## src/rtl/uart_bus_master_pkg.sv

```systemverilog
// uart_bus_master_pkg: frame command/reply codes, FSM states and default timeout
// shared by the UART bus master and its frame timer.
package uart_bus_master_pkg;
    localparam logic [7:0] CMD_WRITE = 8'h57;
    localparam logic [7:0] CMD_READ  = 8'h52;
    localparam logic [7:0] REPLY_ACK = 8'h4B;
    localparam logic [7:0] REPLY_ERR = 8'h3F;
    localparam int DEFAULT_TIMEOUT = 200000;
    typedef enum logic [2:0] {S_IDLE, S_ADDR, S_DATA, S_WRITE, S_READ, S_SEND, S_WAIT} state_t;
endpackage

```

## src/rtl/uart_frame_timer.sv

```systemverilog
// uart_frame_timer: inter-byte idle counter; expired once TIMEOUT_CYCLES enabled
// cycles pass with no clear. Disabled or cleared cycles reset the count.
module uart_frame_timer
    import uart_bus_master_pkg::*;
#(
    parameter int TIMEOUT_CYCLES = DEFAULT_TIMEOUT
) (
    input  logic clk,
    input  logic rst,
    input  logic enable,
    input  logic clear,
    output logic expired
);
    localparam int W = $clog2(TIMEOUT_CYCLES + 1);
    logic [W-1:0] count_q, count_d;
    assign expired = enable && (count_q == W'(TIMEOUT_CYCLES));
    always_comb count_d = (clear || !enable) ? '0 : expired ? count_q : count_q + W'(1);
    always_ff @(posedge clk or posedge rst)
        if (rst) count_q <= '0;
        else count_q <= count_d;
endmodule

```

## src/rtl/uart_bus_master.sv

```systemverilog
// uart_bus_master: decodes 'W'/'R' frames from the UART receiver into single-cycle
// memory accesses and returns ack/read data through the UART transmitter.
module uart_bus_master
    import uart_bus_master_pkg::*;
#(
    parameter int TIMEOUT_CYCLES = DEFAULT_TIMEOUT
) (
    input  logic        clk,
    input  logic        rst,
    input  logic        rxValid,
    input  logic [7:0]  rxByte,
    output logic        txStart,
    output logic [7:0]  txByte,
    input  logic        txDone,
    output logic        memRead,
    output logic        memWrite,
    output logic [31:0] address,
    output logic [31:0] dataOut,
    input  logic [31:0] dataIn,
    output logic        busy,
    output logic        overrun
);
    state_t      state_q, state_d;
    logic        is_read_q, is_read_d;
    logic [1:0]  cnt_q, cnt_d;
    logic [31:0] address_q, address_d, data_out_q, data_out_d, reply_q, reply_d;
    logic [2:0]  rem_q, rem_d;
    logic        overrun_q, overrun_d, tx_start_q, tx_start_d;
    logic        mem_read_q, mem_write_q, busy_q;
    logic [7:0]  tx_byte_q, tx_byte_d;
    logic        expired;

    uart_frame_timer #(.TIMEOUT_CYCLES(TIMEOUT_CYCLES)) u_timer (
        .clk    (clk),
        .rst    (rst),
        .enable (state_q == S_ADDR || state_q == S_DATA),
        .clear  (rxValid),
        .expired(expired)
    );

    always_comb begin
        state_d    = state_q;
        is_read_d  = is_read_q;
        cnt_d      = cnt_q;
        address_d  = address_q;
        data_out_d = data_out_q;
        reply_d    = reply_q;
        rem_d      = rem_q;
        overrun_d  = overrun_q;
        case (state_q)
            S_IDLE: if (rxValid) begin
                if (rxByte == CMD_WRITE || rxByte == CMD_READ) begin
                    state_d   = S_ADDR;
                    is_read_d = (rxByte == CMD_READ);
                    cnt_d     = 2'd0;
                    overrun_d = 1'b0;
                end else begin
                    state_d = S_SEND;
                    reply_d = {REPLY_ERR, 24'h0};
                    rem_d   = 3'd1;
                end
            end
            // A byte arriving in the expiry cycle wins over the timeout.
            S_ADDR: if (rxValid) begin
                address_d = {address_q[23:0], rxByte};
                cnt_d     = cnt_q + 2'd1;
                if (cnt_q == 2'd3) state_d = is_read_q ? S_READ : S_DATA;
            end else if (expired) state_d = S_IDLE;
            S_DATA: if (rxValid) begin
                data_out_d = {data_out_q[23:0], rxByte};
                cnt_d      = cnt_q + 2'd1;
                if (cnt_q == 2'd3) state_d = S_WRITE;
            end else if (expired) state_d = S_IDLE;
            S_WRITE: begin
                reply_d = {REPLY_ACK, 24'h0};
                rem_d   = 3'd1;
                state_d = S_SEND;
            end
            S_READ: begin
                reply_d = dataIn;
                rem_d   = 3'd4;
                state_d = S_SEND;
            end
            S_SEND: state_d = S_WAIT;
            S_WAIT: if (txDone) begin
                reply_d = {reply_q[23:0], 8'h0};
                rem_d   = rem_q - 3'd1;
                state_d = (rem_q == 3'd1) ? S_IDLE : S_SEND;
            end
            default: state_d = S_IDLE;
        endcase
        if (rxValid && (state_q == S_WRITE || state_q == S_READ || state_q == S_SEND || state_q == S_WAIT))
            overrun_d = 1'b1;
        tx_start_d = (state_d == S_SEND);
        tx_byte_d  = tx_start_d ? reply_d[31:24] : tx_byte_q;
    end

    // Strobes, txStart and busy are registered off the next state so they line up with it.
    always_ff @(posedge clk or posedge rst) begin
        if (rst) begin
            state_q     <= S_IDLE;
            is_read_q   <= 1'b0;
            cnt_q       <= 2'd0;
            address_q   <= '0;
            data_out_q  <= '0;
            reply_q     <= '0;
            rem_q       <= '0;
            overrun_q   <= 1'b0;
            tx_start_q  <= 1'b0;
            tx_byte_q   <= '0;
            mem_read_q  <= 1'b0;
            mem_write_q <= 1'b0;
            busy_q      <= 1'b0;
        end else begin
            state_q     <= state_d;
            is_read_q   <= is_read_d;
            cnt_q       <= cnt_d;
            address_q   <= address_d;
            data_out_q  <= data_out_d;
            reply_q     <= reply_d;
            rem_q       <= rem_d;
            overrun_q   <= overrun_d;
            tx_start_q  <= tx_start_d;
            tx_byte_q   <= tx_byte_d;
            mem_read_q  <= (state_d == S_READ);
            mem_write_q <= (state_d == S_WRITE);
            busy_q      <= (state_d != S_IDLE);
        end
    end

    assign txStart  = tx_start_q;
    assign txByte   = tx_byte_q;
    assign memRead  = mem_read_q;
    assign memWrite = mem_write_q;
    assign address  = address_q;
    assign dataOut  = data_out_q;
    assign busy     = busy_q;
    assign overrun  = overrun_q;
endmodule

```

## config.mk

```make
export PLATFORM = sky130hd
export DESIGN_NAME = uart_bus_master
export DESIGN_NICKNAME = d
export VERILOG_FILES = /design/src/rtl/uart_bus_master_pkg.sv /design/src/rtl/uart_frame_timer.sv /design/src/rtl/uart_bus_master.sv
export SDC_FILE = /design/constraint.sdc
export NUM_CORES = 1
export LEC_CHECK = 0
export CORE_MARGIN = 5
export CORE_UTILIZATION = 35
export CTS_BUF_LIST = sky130_fd_sc_hd__clkbuf_8 sky130_fd_sc_hd__clkbuf_16
export DETAILED_ROUTE_END_ITERATION = 10
export GPL_TIMING_DRIVEN = 0
export SYNTH_ARGS = -nofsm -noshare
export SYNTH_HDL_FRONTEND = slang
export SYNTH_SLANG_ARGS = --single-unit
export TNS_END_PERCENT = 30
```

## constraint.sdc

```tcl
create_clock -name clk -period 6.27 [get_ports clk]
set_input_delay 1.254 -clock clk [delete_from_list [all_inputs] [get_ports clk]]
set_output_delay 1.254 -clock clk [all_outputs]
set_load 0.05 [all_outputs]
```

; After elaboration in Yosys (flattened, before gate mapping)
; Cells that the tools add are included.
; W data, S select, Z words.
[totals]
regBits = 136
out_inout_bits = 77
wordCells = 91
[op_classes]
addsub = 3
eq_ne = 20
mux = 29
n_reduce_logical = 24
[ops]
columns = op, count
row1 = $pmux W32 S4, 1
row2 = $mux W32, 3
row3 = $mux W3, 13
row4 = $mux W18, 2
row5 = $add A18 B1 Y18 const B, 1
row6 = $eq A18 B18 Y1 const B, 1
row7 = $pmux W3 S6, 1
row8 = $eq A8 B7 Y1 const B, 2
row9 = $eq A3 B3 Y1 const B, 5
row10 = $pmux W3 S4, 1
row11 = $ne A2 B2 Y1 const B, 5
row12 = $eq A3 B2 Y1 const B, 3
row13 = $reduce_and A4 Y1, 2
row14 = $reduce_bool A2 Y1, 4
row15 = $eq A3 B1 Y1 const B, 2
row16 = $logic_or A1 B1 Y1, 6
row17 = $mux W2, 3
row18 = $reduce_and A3 Y1, 2
row19 = $mux W1, 4
row20 = $pmux W2 S2, 1
row21 = $reduce_and A2 Y1, 2
row22 = $reduce_bool A4 Y1, 1
row23 = $reduce_or A2 Y1, 2
row24 = $logic_not A3 Y1, 1
row25 = 7 further kinds, 8

; Longest topological paths before layout
; Gate-level depths: netlist (run 1).
[logic_depth]
ltp_word = 7
ltp_mapped = 9

; Hierarchy
; From an unflattened synthesis (run 1), not the netlist that was laid out.
[hier_totals]
cells_unflattened = 475
area_unflattened_um2 = 5954.5
[by_module_without_submodules]
columns = mod, instances, cells_per_inst, area_each_um2, seq_area_each_um2
row1 = uart_bus_master, 1, 375, 4976.0, 2952.8
row2 = uart_frame_timer, 1, 100, 978.4, 450.4

; Worst setup path after synthesis (run 1)
; OpenSTA, ideal clock, no wires.
[synth_timing]
path_type = input to register
start = in rxByte[5]
end = reg tx_byte_q[0], in the netlist txByte[0]
setup_time_ns = 0.125
arrival_time_ns = 2.840
required_ns = 6.145
path_slack_ns = 3.305
cell_stages = 7
path_buffers = 1
path_cell_list = nand4bb_4 > nor4b_4 > o22ai_2 > a311o_1 > and2_4 > buf_6 > mux2_4
[synth_between]
elab_chain_len = 6
[synth_rtl]
columns = item, line_no
row1 = start: declaration, uart_bus_master.sv:11  ; input logic [7:0] rxByte,
row2 = $eq A8 B7 Y1, uart_bus_master.sv:52  ; if (rxByte == CMD_WRITE || rxByte == CMD_READ) begin
row3 = $logic_or A1 B1 Y1 (*), uart_bus_master.sv:52
row4 = $mux W3 (*), uart_bus_master.sv:52
row5 = $mux W3 (*), uart_bus_master.sv:51  ; S_IDLE: if (rxValid) begin
row6 = $pmux W3 S6 (*), uart_bus_master.sv:50  ; case (state_q)
row7 = named net state_d[2], uart_bus_master.sv:23  ; state_t state_q, state_d;
row8 = $eq A3 B3 Y1 (*), uart_bus_master.sv:94  ; tx_start_d = (state_d == S_SEND);
row9 = named net tx_start_d, uart_bus_master.sv:28  ; logic overrun_q, overrun_d, tx_start_q, tx_start_d;
row10 = end signal: assignment, uart_bus_master.sv:124  ; tx_byte_q <= tx_byte_d;
row11 = end: declaration, uart_bus_master.sv:30  ; logic [7:0] tx_byte_q, tx_byte_d;
; Mark *: on every way through the listed nets, which the timed path passes. The rest lies on a longest branch. The select of a mux whose other input is x is not followed.
; A chain may end at the register's enable or synchronous reset.

; Final worst setup path (run 1)
; Same ends and word-level chain as after synthesis.

==> results of run 1 <==
where the power goes:
group / total (mW) / switching (mW) / internal, mW / leakage, nW
clock network: 1.08 / 0.380 / 0.704 / 0.311
logic: 2.16 / 1.31 / 0.850 / 1.45
registers: 1.41 / 0.206 / 1.20 / 1.73
critical path: stages:
cell             delay [ns]
clkdlybuf4s50_1        0.48
nand4bb_4              0.29
nor4b_4                0.48
o22ai_2                0.17
a311o_1                0.35
and2_4                 0.16
buf_6                  0.15
mux2_4                 0.30
metal layers:
metal  GRT usage [%]  vias to the layer above  part of all wire [%]
li1                -                     1911                     -
met4            4.53                        0                   1.3
met1            17.7                     1997                    42
met3            3.00                       13                   3.3
met5               0                        -                     0
met2            24.9                       73                    53
cell families (layout without fill, tap and decap cells):
kind of cell,Yosys count,in the layout
flops,136,136
simple gates,96,96
compound gates,73,73
mux,73,73
buf+inv,49,202
xor+xnor,16,16
fa+ha+maj,5,5
registers in the layout, summed over array words and instances, names as in the netlist:
signal and flops:
rem_q 3, u_timer.count_q 18, address 32, txStart 1, memWrite 1, dataOut 32, reply_q 32, cnt_q 2
memRead 1, state_q 3, txByte 8, busy 1, is_read_q 1, overrun 1
metrics by stage:
| step | hold slack, ns | setup TNS [ns] | worst slack (ns) |
|---|---|---|---|
| 2_1_floorplan | 0.443 | 0 | 1.38 |
| 3_3_place_gp | 0.457 | -60.83 | -0.457 |
| 3_5_place_dp | 0.477 | 0 | 2.49 |
| 4_1_cts | 0.490 | 0 | 2.94 |
| 5_1_grt | 0.519 | 0 | 2.82 |
| 6_report | 0.483 | 0 | 2.92 |
cells in the mapped netlist (all sizes together), types with 2 or more instances:
library cell / number / area [um2]
dfrtp: 136 / 3400
mux2: 72 / 841
nor2: 28 / 105
inv: 27 / 101
nand2: 19 / 71.3
a22o: 17 / 149
a222oi: 16 / 160
clkbuf: 14 / 52.6
o21ai: 13 / 68.8
xor2: 13 / 114
nand3: 12 / 60.1
a21oi: 9 / 45.0
and3: 7 / 43.8
buf: 7 / 43.8
a221o: 6 / 63.8
nor3: 6 / 35.0
ha: 5 / 62.6
nor2b: 4 / 25.0
nand2b: 3 / 18.8
xnor2: 3 / 26.3
and2: 2 / 15.0
nand4bb: 2 / 38.8
nor3b: 2 / 15.0
o22ai: 2 / 18.8
or3: 2 / 13.8
cell type report:
class	instances	area, um2
fill	1445	8450
sequential	136	3400
multi-input combinational	263	2190
timing repair buffer	121	1230
clock buffer	20	467
tap	220	275
clock inverter	12	189
inverter	28	110
buffer	21	96.3
worst paths after layout:
check	startpoint	end	slack (ns)	cells past startpoint
min in group asynchronous	rst	dataOut[31]	1.28	2
max in group asynchronous	rst	reply_q[25]	4.22	3
worst min-delay path	rem_q[1]	rem_q[1]	0.48	2
worst min register to register	rem_q[1]	rem_q[1]	0.48	2
worst max-delay path	rxByte[5]	txByte[0]	2.92	8
worst max register to register	state_q[1]	txByte[0]	3.87	8
==> out/qor.csv, run 1 <==
stage;metric;value;unit
clocking;cts_tree;done;
critical_path;crit_path_end_kind;register;
layout;antenna_cells;0;
synth;synthAdderAreaFrac;1.08;%
power;p_leak;3.49;nW
synth;async_flop_share;100;%
sta;skew;0.00887;ns
place;portBuffers;120;
clocking;root_buffer;clkbuf_16;
place;dp_cells;789;
routing;drtPass1Iterations;6;
global_routing;grt_pass1_vias;4196;
place;dpl.hpwl;10000;um
synth;synth_edf_count;0;
synth;ys_warn_count;0;
layout;area_growth;37.4;%
power;fin_total_pwr;4.65;mW
synth;synth_nets;497;
sta;slew_violations;0;
sta;fin_crit;3.35;ns
clocking;ctsResizeCount;0;
routing;antenna_left;0;
global_routing;grt_pass1_wl;22500;um
floorplan;coreArea;16400;um2
synth;seq_area_frac_synth;58.8;%
clocking;clk_latency;0.41;ns
sta;post-route-period-util;53.4;%
synth;synth_compound_area_share;10.3;%
synth;synthSimpleGateAreaFrac;9.22;%
floorplan;fp.dieW;139;um
layout;final_cells;821;
layout;mostFrequentLayoutCells;136 x dfrtp_1, 120 x clkdlybuf4s50_1, 64 x mux2_2;
floorplan;initial_core_util;35.3;%
synth;synthMuxAreaShare;14.7;%
sta;fmax;0.299;GHz
synth;synth.avg_cell_area;12.9;um2
global_routing;grt_max_degree;75;
clocking;postCtsHoldBufs;0;
routing;drc;0;
synth;ys_types;56;
sta;tightest_slew;0.738;ns
layout;final_nets;637;
sta;hold_violations;0;
global_routing;overflow;0;
sta;rsz0062_at_grt;no;
sta;max_slew_margin;50.4;%
sta;finalSetupViolCount;0;
power;peakVddDrop;0.252;mV
routing;post_drt_wl_per_cell;16.4;um
status;outcome;complete, no violations;
routing;vias;3994;
routing;vias_per_cell;4.86;
clocking;cts_buffer_depth;2;
critical_path;crit_arrival;3.64;ns
clocking;postCtsSetupBuffers;0;
power;power.density;584;nW/um2
worst_hold_path;hold_path_class;reg -> reg;
clocking;cts_made_buffers;17;
floorplan;die_h;139;um
global_routing;antenna_found_initial;0;
synth;synth_flop_cell;dfrtp_1;
place;gp_congestion;0.760;
critical_path;path_max_fanout;9;
global_routing;grt_usage;14.2;%
layout;drive_gt1_share;21.1;%
synth;ys_ff_latch;136;
place;place_area;7300;um2
layout;finish.instance_area;7960;um2
routing;drt_iter0_markers;225;
clocking;clk_pin_slew;0.06;ns
clocking;h-tree-depth;4;
synth;synth_area;5790;um2
synth;synth-xor-area-share;2.42;%
synth;synth_top_family_by_area;multiplexers;
floorplan;std_cell_rows;47;
critical_path;worstSetupPathType;in -> reg;
critical_path;start_kind;input port;
clocking;clock-sinks;136;
floorplan;fp.dieArea;19200;um2
critical_path;required;6.56;ns
layout;post-route-util;48.5;%
synth;netlist_instances;448;
routing;finalWirelength;13500;um
floorplan;io_pins;121;
flow_run;maxCapViolations;0;
layout;final_common_cell;dfrtp_1;
Note: power is estimated with default switching activity, not from simulation.
==> run 2, diff against run 1 <==
==> constraint.sdc (replaced) <==
create_clock -name clk -period 3.4 [get_ports clk]
set_input_delay 0.68 -clock clk [delete_from_list [all_inputs] [get_ports clk]]
set_output_delay 0.68 -clock clk [all_outputs]
set_load 0.05 [all_outputs]
==> out/qor.csv, run 2 (synthesis gave the netlist of run 1 again) <==
stage;metric;value;unit;change
critical_path;critical_path.startpoint;rxByte[5];;unchanged
critical_path;reg2reg_depth;8;;unchanged
clocking;root_buffer;clkbuf_16;;unchanged
critical_path;worstSetupPathType;in -> reg;;unchanged
layout;final_cells;823;;was 821
place;place_area;7330;um2;was 7300 um2
routing;dr_wl_met2;7230;um;was 7160 um
floorplan;fp.dieArea;19200;um2;unchanged
flow_run;maxCapViolations;0;;unchanged
global_routing;overflow;0;;unchanged
routing;drt_iter0_markers;253;;was 225
floorplan;die_h;139;um;unchanged
global_routing;grt_max_degree;42;;was 75
critical_path;crit_arrival;3.03;ns;was 3.64 ns
clocking;clk_pin_slew;0.06;ns;about the same
clocking;postCtsSetupBuffers;0;;unchanged
global_routing;grt_usage;14.5;%;was 14.2%
layout;final_common_cell;dfrtp_1;;unchanged
power;power.density;1070;nW/um2;was 584 nW/um2
routing;met1_length;5880;um;was 5700 um
routing;dr_wl_met3;390;um;was 446 um
routing;post_drt_wl_per_cell;16.8;um;was 16.4 um
layout;finish.instance_area;7970;um2;was 7960 um2
layout;mostFrequentLayoutCells;136 x dfrtp_1, 120 x clkdlybuf4s50_1, 64 x mux2_2;;unchanged
layout;drive_gt1_share;21.4;%;was 21.1%
routing;finalWirelength;13800;um;was 13500 um
sta;rsz0062_at_grt;no;;unchanged
power;fin_total_pwr;8.55;mW;was 4.65 mW
clocking;cts_tree;done;;unchanged
sta;finalSetupViolCount;0;;unchanged
global_routing;grt_pass1_wl;22600;um;was 22500 um
critical_path;crit_path_end;txByte[3];;was txByte[0]
clocking;ctsResizeCount;0;;unchanged
sta;skew;0.00609;ns;was 0.00887 ns
clocking;cts_buffer_depth;2;;unchanged
floorplan;fp.dieW;139;um;unchanged
routing;drtPass1Iterations;5;;was 6
clocking;clock-sinks;136;;unchanged
floorplan;coreArea;16400;um2;unchanged
worst_hold_path;hold_path_class;reg -> reg;;unchanged
critical_path;rr_endpoint;txByte[3];;was txByte[0]
floorplan;io_pins;121;;unchanged
routing;vias;4059;;was 3994
sta;tightest_slew;0.747;ns;was 0.738 ns
routing;topRoutingLayerUsed;met4;;unchanged
sta;max_slew_margin;49.8;%;was 50.4%
status;outcome;complete, no violations;;unchanged
sta;whs;0.477;ns;was 0.483 ns
place;portBuffers;120;;unchanged
sta;post-route-period-util;80.7;%;
global_routing;antenna_found_initial;0;;unchanged
clocking;cts_made_buffers;17;;unchanged
routing;antenna_left;0;;unchanged
global_routing;grt_pass1_vias;4231;;was 4196
power;p_leak;3.49;nW;about the same
routing;drc;0;;unchanged
critical_path;rrSetupSlack;1.00;ns;was 3.87 ns
critical_path;required;3.69;ns;was 6.56 ns
layout;antenna_cells;0;;unchanged
clocking;clk_latency;0.41;ns;about the same
clocking;postCtsHoldBufs;0;;unchanged
routing;vias_per_cell;4.93;;was 4.86
floorplan;initial_core_util;35.3;%;unchanged
power;peakVddDrop;0.513;mV;was 0.252 mV
place;gp_congestion;0.780;;was 0.760
place;dp_cells;791;;was 789
layout;final_nets;639;;was 637
sta;fmax;0.365;GHz;
sta;tns;0;ns;unchanged
critical_path;start_kind;input port;;unchanged
clocking;h-tree-depth;4;;unchanged
critical_path;crit_path_end_kind;register;;unchanged
layout;area_growth;37.5;%;was 37.4%
sta;hold_violations;0;;unchanged
floorplan;std_cell_rows;47;;unchanged
place;dpl.hpwl;10300;um;was 10000 um
sta;fin_crit;2.74;ns;
sta;slew_violations;0;;unchanged
critical_path;path_max_fanout;9;;unchanged
critical_path;crit-reg2reg-launch;state_q[1];;unchanged
[run 2: cell count changes in the layout (fill, tap and decap cells not counted)]
cell	change
clkinv_4	-2
buf_16	-1
clkinvlp_4	+1
clkinv_2	+3
clkbuf_8	-2
buf_12	+3
[run 2: through the flow]
step	worst slack [ns]	util [%]
3_5_place_dp	0.239	44.7
5_1_grt	0.533	48.6
3_3_place_gp	-0.177	44.3
2_1_floorplan	1.01	-
6_report	0.657	48.6
4_1_cts	0.674	48.6
[run 2: area by class of cell]
| type | count | area, um2 |
|---|---|---|
| Buffer | 21 | 96.3 |
| Timing Repair Buffer | 123 | 1260 |
| Sequential cell | 136 | 3400 |
| Inverter | 28 | 109 |
| Tap cell | 220 | 275 |
| Fill cell | 1438 | 8440 |
| Clock buffer | 18 | 439 |
| Multi-Input combinational cell | 263 | 2190 |
| Clock inverter | 14 | 195 |
[run 2: how the worst min path moves through the flow]
stage,depth (start not counted),slack (ns),from,end
5_1_grt,2,0.51,reply_q[10],reply_q[18]
4_1_cts,2,0.48,rem_q[1],rem_q[1]
3_3_place_gp,1,0.46,reply_q[30],reply_q[30]
6_report,2,0.48,rem_q[1],rem_q[1]
2_1_floorplan,2,0.44,rem_q[1],rem_q[1]
3_5_place_dp,2,0.47,rem_q[1],rem_q[1]
[run 2: metal layers]
layer	vias to the layer above	global-route usage, %
met4	0	5.61
li1	1913	-
met2	65	24.8
met1	2058	17.7
met3	23	3.55
met5	-	0
[run 2: worst max-delay path: stages]
cell and delay [ns]:
clkdlybuf4s50_1 0.49, nand4bb_4 0.29, nor4b_4 0.44, o22ai_2 0.17, a311o_1 0.35, and2_4 0.16
buf_6 0.15, mux2_4 0.30
[run 2: report_power, final]
| group | switching (mW) | leakage [nW] | total (mW) | internal [mW] |
|---|---|---|---|---|
| combinational | 2.42 | 1.46 | 3.99 | 1.57 |
| sequential | 0.395 | 1.73 | 2.61 | 2.21 |
| clock | 0.703 | 0.305 | 1.96 | 1.25 |
